**config.mk**
```make
export PLATFORM = sky130hd
export DESIGN_NAME = dbguart_host
export DESIGN_NICKNAME = d
export VERILOG_FILES = /design/src/rtl/dbguart_host.sv
export SDC_FILE = /design/constraint.sdc
export NUM_CORES = 1
export LEC_CHECK = 0
export BUFFER_PORTS_ARGS = -buffer_cell sky130_fd_sc_hd__buf_2
export CORE_MARGIN = 2
export CORE_UTILIZATION = 55
export DETAILED_ROUTE_END_ITERATION = 10
export PLACE_DENSITY = 0.79
export SLEW_MARGIN = 20
export SYNTH_ARGS = -nofsm -noshare
export SYNTH_HDL_FRONTEND = slang
export SYNTH_SLANG_ARGS = --single-unit
```
**constraint.sdc**
```tcl
create_clock -name clk -period 6 [get_ports clk]
set_input_delay 0.9 -clock clk [delete_from_list [all_inputs] [get_ports clk]]
set_output_delay 0.9 -clock clk [all_outputs]
set_load 0.1 [all_outputs]
```
**src/rtl/dbguart_host.sv**
```systemverilog
// Debug-UART host: serialises a bus request into a header/address/data frame,
// pushes it through a byte-level UART core and parses the ACK/NAK reply.
module dbguart_host #(
  parameter int unsigned AWID  = 32,
  parameter int unsigned TOUT  = 100000,
  parameter int unsigned TOWID = 17
) (
  input  logic            clk,
  input  logic            rst,
  input  logic            cmd_valid,
  output logic            cmd_ready,
  input  logic            cmd_write,
  input  logic [AWID-1:0] cmd_addr,
  input  logic [31:0]     cmd_wdata,
  output logic            rsp_valid,
  output logic [31:0]     rsp_rdata,
  output logic            rsp_err,
  output logic [7:0]      txdata,
  output logic            write_tx,
  input  logic            tx_empty,
  input  logic [7:0]      rxdata,
  input  logic            rx_valid,
  output logic            read_rx,
  output logic            busy
);

  localparam int unsigned ABYTES = AWID / 8;
  localparam int unsigned NB     = 1 + ABYTES + 4;
  localparam int unsigned IW     = $clog2(NB);
  localparam logic [7:0]  HDR_WR = 8'hA5;
  localparam logic [7:0]  HDR_RD = 8'h5A;
  localparam logic [7:0]  ACK    = 8'h06;

  typedef enum logic [1:0] {IDLE, SEND, RECV, DONE} state_t;

  state_t            state, state_d;
  logic              wr_q, wr_d;
  logic [AWID-1:0]   addr_q, addr_d;
  logic [31:0]       wdata_q, wdata_d;
  logic [IW-1:0]     idx, idx_d;
  logic [2:0]        rx_cnt, rx_cnt_d;
  logic [TOWID-1:0]  tcnt, tcnt_d;
  logic [31:0]       acc, acc_d;
  logic [7:0]        txdata_d;
  logic              write_tx_d, rsp_valid_d, rsp_err_d, cmd_ready_d, busy_d;
  logic [31:0]       rsp_rdata_d;
  logic [NB*8-1:0]   frame, frame_sh;
  logic [7:0]        cur_byte;
  logic [IW-1:0]     last_idx;

  // Current outgoing byte: the frame is held MSB-first, shifted by the byte index.
  always_comb begin
    frame    = {(wr_q ? HDR_WR : HDR_RD), addr_q, wdata_q};
    frame_sh = frame << {idx, 3'b000};
    cur_byte = frame_sh[NB*8-1 -: 8];
    last_idx = wr_q ? IW'(NB - 1) : IW'(ABYTES);
  end

  // rx pop is combinational so the byte is consumed on the edge that captures it.
  assign read_rx = rx_valid & ~rst & ((state == IDLE) | (state == RECV));

  // State register and datapath registers.
  always_ff @(posedge clk or posedge rst) begin
    if (rst) begin
      state     <= IDLE;
      wr_q      <= 1'b0;
      addr_q    <= '0;
      wdata_q   <= '0;
      idx       <= '0;
      rx_cnt    <= '0;
      tcnt      <= '0;
      acc       <= '0;
      txdata    <= '0;
      write_tx  <= 1'b0;
      rsp_valid <= 1'b0;
      rsp_err   <= 1'b0;
      rsp_rdata <= '0;
      cmd_ready <= 1'b1;
      busy      <= 1'b0;
    end else begin
      state     <= state_d;
      wr_q      <= wr_d;
      addr_q    <= addr_d;
      wdata_q   <= wdata_d;
      idx       <= idx_d;
      rx_cnt    <= rx_cnt_d;
      tcnt      <= tcnt_d;
      acc       <= acc_d;
      txdata    <= txdata_d;
      write_tx  <= write_tx_d;
      rsp_valid <= rsp_valid_d;
      rsp_err   <= rsp_err_d;
      rsp_rdata <= rsp_rdata_d;
      cmd_ready <= cmd_ready_d;
      busy      <= busy_d;
    end
  end

  // Next-state and next-output logic.
  always_comb begin
    state_d     = state;
    wr_d        = wr_q;
    addr_d      = addr_q;
    wdata_d     = wdata_q;
    idx_d       = idx;
    rx_cnt_d    = rx_cnt;
    tcnt_d      = tcnt;
    acc_d       = acc;
    txdata_d    = txdata;
    write_tx_d  = 1'b0;
    rsp_valid_d = 1'b0;
    rsp_err_d   = rsp_err;
    rsp_rdata_d = rsp_rdata;

    case (state)
      IDLE: begin
        if (cmd_valid) begin
          wr_d    = cmd_write;
          addr_d  = cmd_addr;
          wdata_d = cmd_wdata;
          idx_d   = '0;
          acc_d   = '0;
          state_d = SEND;
        end
      end

      SEND: begin
        // tx_empty may lag the push by a cycle, so skip the cycle after write_tx.
        if (tx_empty && !write_tx) begin
          txdata_d   = cur_byte;
          write_tx_d = 1'b1;
          if (idx == last_idx) begin
            tcnt_d   = '0;
            rx_cnt_d = '0;
            state_d  = RECV;
          end else begin
            idx_d = idx + IW'(1);
          end
        end
      end

      RECV: begin
        if (rx_valid) begin
          tcnt_d = '0;
          if (rx_cnt == 3'd0) begin
            if (rxdata != ACK) begin
              rsp_valid_d = 1'b1;
              rsp_err_d   = 1'b1;
              rsp_rdata_d = '0;
              state_d     = DONE;
            end else if (wr_q) begin
              rsp_valid_d = 1'b1;
              rsp_err_d   = 1'b0;
              rsp_rdata_d = '0;
              state_d     = DONE;
            end else begin
              rx_cnt_d = 3'd1;
            end
          end else begin
            acc_d = {acc[23:0], rxdata};
            if (rx_cnt == 3'd4) begin
              rsp_valid_d = 1'b1;
              rsp_err_d   = 1'b0;
              rsp_rdata_d = {acc[23:0], rxdata};
              state_d     = DONE;
            end else begin
              rx_cnt_d = rx_cnt + 3'd1;
            end
          end
        end else if (tcnt == TOWID'(TOUT - 1)) begin
          rsp_valid_d = 1'b1;
          rsp_err_d   = 1'b1;
          rsp_rdata_d = '0;
          state_d     = DONE;
        end else if (tcnt != '1) begin
          tcnt_d = tcnt + TOWID'(1);
        end
      end

      DONE: state_d = IDLE;

      default: state_d = IDLE;
    endcase

    cmd_ready_d = (state_d == IDLE);
    busy_d      = (state_d != IDLE);
  end

endmodule

```
# == Word-level counts from Yosys, hierarchy flattened ==
# Cells that the tools add are included.
# op_classes
n_shift,1
bitwise,4
n_mux,55
n_eq_ne,21
n_reduce_logical,17
n_addsub,3
# ops
op,n
32-bit two-way mux,6
17-bit two-way mux,5
24-bit two-way mux,3
72-bit by 7-bit << shifter with 72-bit output,1
24-bit case mux with 2 select lines,1
17-bit case mux with 2 select lines,1
3-bit two-way mux,7
2-bit two-way mux,9
17-bit by 1-bit adder with 17-bit output (second input constant),1
17-bit == test (second input constant),1
17-bit inequality test (second input constant),1
4-bit two-way mux,4
1-bit two-way mux,15
2-bit inequality test (second input constant),6
3-bit inequality test (second input constant),4
4-bit AND reduction,3
2-bit nonzero test,5
8-bit two-way mux,1
8-bit by 3-bit inequality test with 1-bit output (second input constant),1
2-bit case mux with 4 select lines,1
4-bit case mux with 2 select lines,1
7-bit AND reduction,1
3-bit case mux with 2 select lines,1
5-bit AND reduction,1
17 further kinds,21
# word_totals
word_cells,116
input_bits,78
regBits,160

# == Depth between registers and ports, before layout ==
# logic_depth
depth_word,6
depth_mapped,11
ltp_nobuf,10

# == Worst setup path before layout ==
# OpenSTA, ideal clock, no wires.
# synth_path
path_type,input to output
start,in rst
end,out read_rx
t_arrival_ns,5.243
setup_slack_ns,-0.143
cell_stages,2
n_path_buf,0
path_cell_list,inv_1 o211a_1
# synth_via
elab_chain_cells,3
# synth_lines
item,line_no,rtl
"start, declared",9,"input logic rst,"
1-bit NOT,60,assign read_rx = rx_valid & ~rst & ((state == IDLE) | (state == RECV));
1-bit bitwise AND (2 in a row),60,
"end, declared",23,"output logic read_rx,"
# No other way between the ends.

# == Worst setup path in the final report ==
# layout_path
start,reg idx[0]
end,reg tcnt[0]
# layout_via
elab_chain_cells,3
# layout_lines
item,line_no,rtl
"start, declared",40,"logic [IW-1:0] idx, idx_d;"
"start signal, assigned",85,idx <= idx_d;
4-bit == test,132,if (idx == last_idx) begin
2-bit inequality test (no line),-,
5-bit AND reduction (no line),-,
"end signal, assigned",87,tcnt <= tcnt_d;
"end, declared",42,"logic [TOWID-1:0] tcnt, tcnt_d;"
# No other way between the ends.
# A chain may end at the register's enable or synchronous reset.

==> qor.csv <==
stage,metric,value,unit
floorplan,row cnt,41,
sta,fin crit share,53.1,%
synthesis,"Distinct cells, synth",60,
drt,drt pass-1 iters,6,
drt,vias,5342,
synthesis,Mapped Cells,604,
critical_path,critical path endpoint,tcnt[0]$_DFFE_PP0P_,
critical_path,CP max FO,16,
synthesis,"FF+latch count, synth",160,
layout,area delta synth->final,18.6,%
sta,final hold violation count,0,
cts,post-cts resize count,0,
critical_path,Crit Reg-Reg Startpoint,idx[0]$_DFFE_PP0P_,
hold_path,Hold Crit Class,register to register,
synthesis,register area share after synthesis,55.4,%
floorplan,DIE HEIGHT,119,µm
power,static leakage,3.96,nW
drt,Avg WL per Cell,18.3,µm
global_routing,vias in the first global route,5478,
critical_path,Worst EP arrival,3.50,ns
layout,Antenna Cells,0,
synthesis,Synth async-reset ratio,100,%
critical_path,R2R setup slack,2.82,ns
global_routing,Overall Global Routing Usage,24.7,%
floorplan,core area,0.0127,mm²
sta,setup_tns,0,ns
sta,Fmax,0.314,GHz
sta,worst slew pin tran,0.984,ns
synthesis,synth warn,0,
sta,"Slew Viols, Final",0,
floorplan,IO Count,124,
synthesis,cell area after synthesis,0.00723,mm²
critical_path,Crit-path slowest cell,dfrtp_1,
cts,post-CTS setup buffers,0,
drt,Detail Route Antenna Nets,0,
floorplan,Die Span X,119,µm
sta,setup violators final,0,
critical_path,slowest cell delay on critical path,0.92,ns
cts,H-tree Lvls,4,
synthesis,Area contributors post-synth,"dfrtp_1 (55%), mux2_2 (10%), mux4_2 (5.0%), o21ai_0 (3.7%), nand3_1 (3.2%)",
cts,CTS Buf Count,17,
critical_path,Crit Path Category,register to register,
sta,slew margin rel.,34.4,%
synthesis,"Avg Cell Area, Syn",12.0,µm²
layout,filler instances,959,
sta,RSZ-0062 raised after global routing,false,
placed_design,HPWL after DPL,11.1,mm
drt,Routed Wire Length,16.4,mm
synthesis,post-synth top area share,55.1,%
synthesis,main flop type after synthesis,dfrtp_1,
cts,Root Buffer,clkbuf_16,
global_routing,first-pass GRT wire length,27.4,mm
critical_path,worst path cell trace,clkinv_1 > ha_1 > nand4b_1 > a21oi_1 > o211ai_1 > clkbuf_4 > nor2_1 > mux2_2,
layout,most frequent cells in the layout,"dfrtp_1 (159), buf_2 (123), mux2_2 (66), o21ai_0 (53), nand3_1 (46)",
critical_path,CP Launch Type,register,
layout,nets,801,
cts,Clock Latency Late Sink,0.43,ns
global_routing,largest net degree at the start of global routing,83,
critical_path,worst endpoint required time,6.31,ns
critical_path,critical path capture point type,register,
sta,post-route minimum period,3.18,ns
power,Cell Pwr Density,577,mW/mm²
drt,DRC violation count after routing,0,
cts,CTS Hold Bufs,0,
synthesis,Post-synth EDFFs,0,
power,total power,4.94,mW
global_routing,GRT overflow,0,
placed_design,dpl ws,2.35,ns
floorplan,Die Area,0.0141,mm²
sta,setup ws final,2.82,ns
run_status,status,"finished, final reports clean",
critical_path,r2r endpoint,tcnt[0]$_DFFE_PP0P_,
layout,"commonest non-fill, non-tap cell in the layout",dfrtp_1,
power,peak supply drop,327,µV
cts,clock sinks,160,
floorplan,Starting Density,56.8,%
critical_path,CP Launch Point,idx[0]$_DFFE_PP0P_,
placed_design,RePlAce Congestion,0.823,
synthesis,"area leader, netlist",dfrtp_1,
global_routing,initial antenna violation count,1,
job,# Max-Cap Violations,0,
sta,Fin Clk Skew,0.00675,ns
layout,share of layout cells above drive strength 1,34.8,%
placed_design,Port Buf Inserts,123,
critical_path,reg2reg path depth,8,
drt,vias per std cell,5.95,
cts,Clock Tree Buf Depth,2,
cts,CTS tree,yes,
synthesis,syn_nets,691,
hold_path,hold depth,2,
cts,CTS clock-pin slew for the worst setup and hold paths,0.06,ns
drt,drt initial violations,575,
## registers in the layout (all words and copies together) (netlist names)
name and cells:
acc 24, addr_q 32, busy 1, cmd_ready 1, idx 4, rsp_err 1
rsp_rdata 32, rsp_valid 1, rx_cnt 3, state 2, tcnt 17, txdata 8
wdata_q 32, wr_q 1, write_tx 1
## metrics by stage
stage                     util, %  hold slack, ns  cells  instance area, µm²
after floorplan                 -           0.462    604                7230
after global placement       62.5           0.466    866                7960
after detailed placement     62.5           0.474    866                7960
after CTS                    67.2           0.487    897                8550
after global routing         67.4           0.513    898                8570
final                        67.4           0.477    898                8570
## worst min path at each step
stage	startpoint	slack, ns	endpoint
3_5_place_dp	txdata[5]$_DFFE_PP0P_	0.47	txdata[5]$_DFFE_PP0P_
2_1_floorplan	tcnt[15]$_DFFE_PP0P_	0.46	tcnt[15]$_DFFE_PP0P_
4_1_cts	txdata[5]$_DFFE_PP0P_	0.49	txdata[5]$_DFFE_PP0P_
6_report	txdata[5]$_DFFE_PP0P_	0.48	txdata[5]$_DFFE_PP0P_
5_1_grt	txdata[5]$_DFFE_PP0P_	0.51	txdata[5]$_DFFE_PP0P_
3_3_place_gp	txdata[0]$_DFFE_PP0P_	0.47	txdata[0]$_DFFE_PP0P_
## cells in the mapped netlist, types with 2 or more instances
cell	number
buf_2	4
mux2_2	66
a21oi_1	16
a31o_2	2
nor2b_1	2
nor3_1	3
nand3_1	46
mux4_2	16
o21ai_1	3
and2_1	2
buf_1	8
o21ai_0	53
or4_1	2
clkbuf_1	25
nand4_1	3
nand2_1	24
o41ai_1	2
dfrtp_1	159
ha_1	9
a31oi_1	7
nor2_1	11
and3_1	3
o211a_1	2
nand3b_1	2
o31ai_1	6
mux2i_1	11
a22o_1	26
nor4_1	3
and4_1	2
inv_1	45
or4b_1	2
o21a_1	4
o211ai_1	2
nand2b_1	4
o21bai_1	2
a21o_1	2
a41oi_1	2
## area by class of cell
cell class | instances | area, µm² | share of cell area [%]
tap | 172 | 215 | 2.51
inverter | 47 | 180 | 2.10
multi-input combinational | 360 | 2920 | 34.0
sequential | 160 | 4010 | 46.7
timing repair buffer | 128 | 657 | 7.67
clock inverter | 10 | 136 | 1.59
clock buffer | 21 | 460 | 5.37
## logic make-up (layout without fill, tap and decap cells)
logic type,count (synthesis),count (layout),synth area share (%)
compound gates,137,137,12.6
xor+xnor,1,1,0.121
fa+ha+maj,9,9,1.56
buf+inv,84,206,4.43
flops,160,160,55.4
mux,93,93,16.8
simple gates,120,120,9.07
## where the power goes
group / switching, mW / internal (mW)
sequential: 0.264 / 1.45
combinational: 1.49 / 0.655
clock: 0.419 / 0.672
## critical path: cells and delay by family (launching register included)
kind	cells	cell delay, ns
buffers and inverters	2	0.80
multiplexers	1	0.26
adder cells (fa/ha/maj)	1	0.36
AND/OR/NAND/NOR	2	0.26
flip-flops	1	0.92
AO/OA/AOI/OAI	2	0.46
## metal layers
| metal | GRT usage [%] | wire [µm] | share of wire (%) | vias to the layer above |
|---|---|---|---|---|
| li1 | - | - | - | 2414 |
| met1 | 32.3 | 6900 | 42 | 2723 |
| met2 | 40.0 | 8330 | 51 | 158 |
| met3 | 6.52 | 789 | 4.8 | 45 |
| met4 | 9.15 | 418 | 2.5 | 2 |
| met5 | 0 | 11 | 0.067 | - |
(Power assumes the default switching activity.)
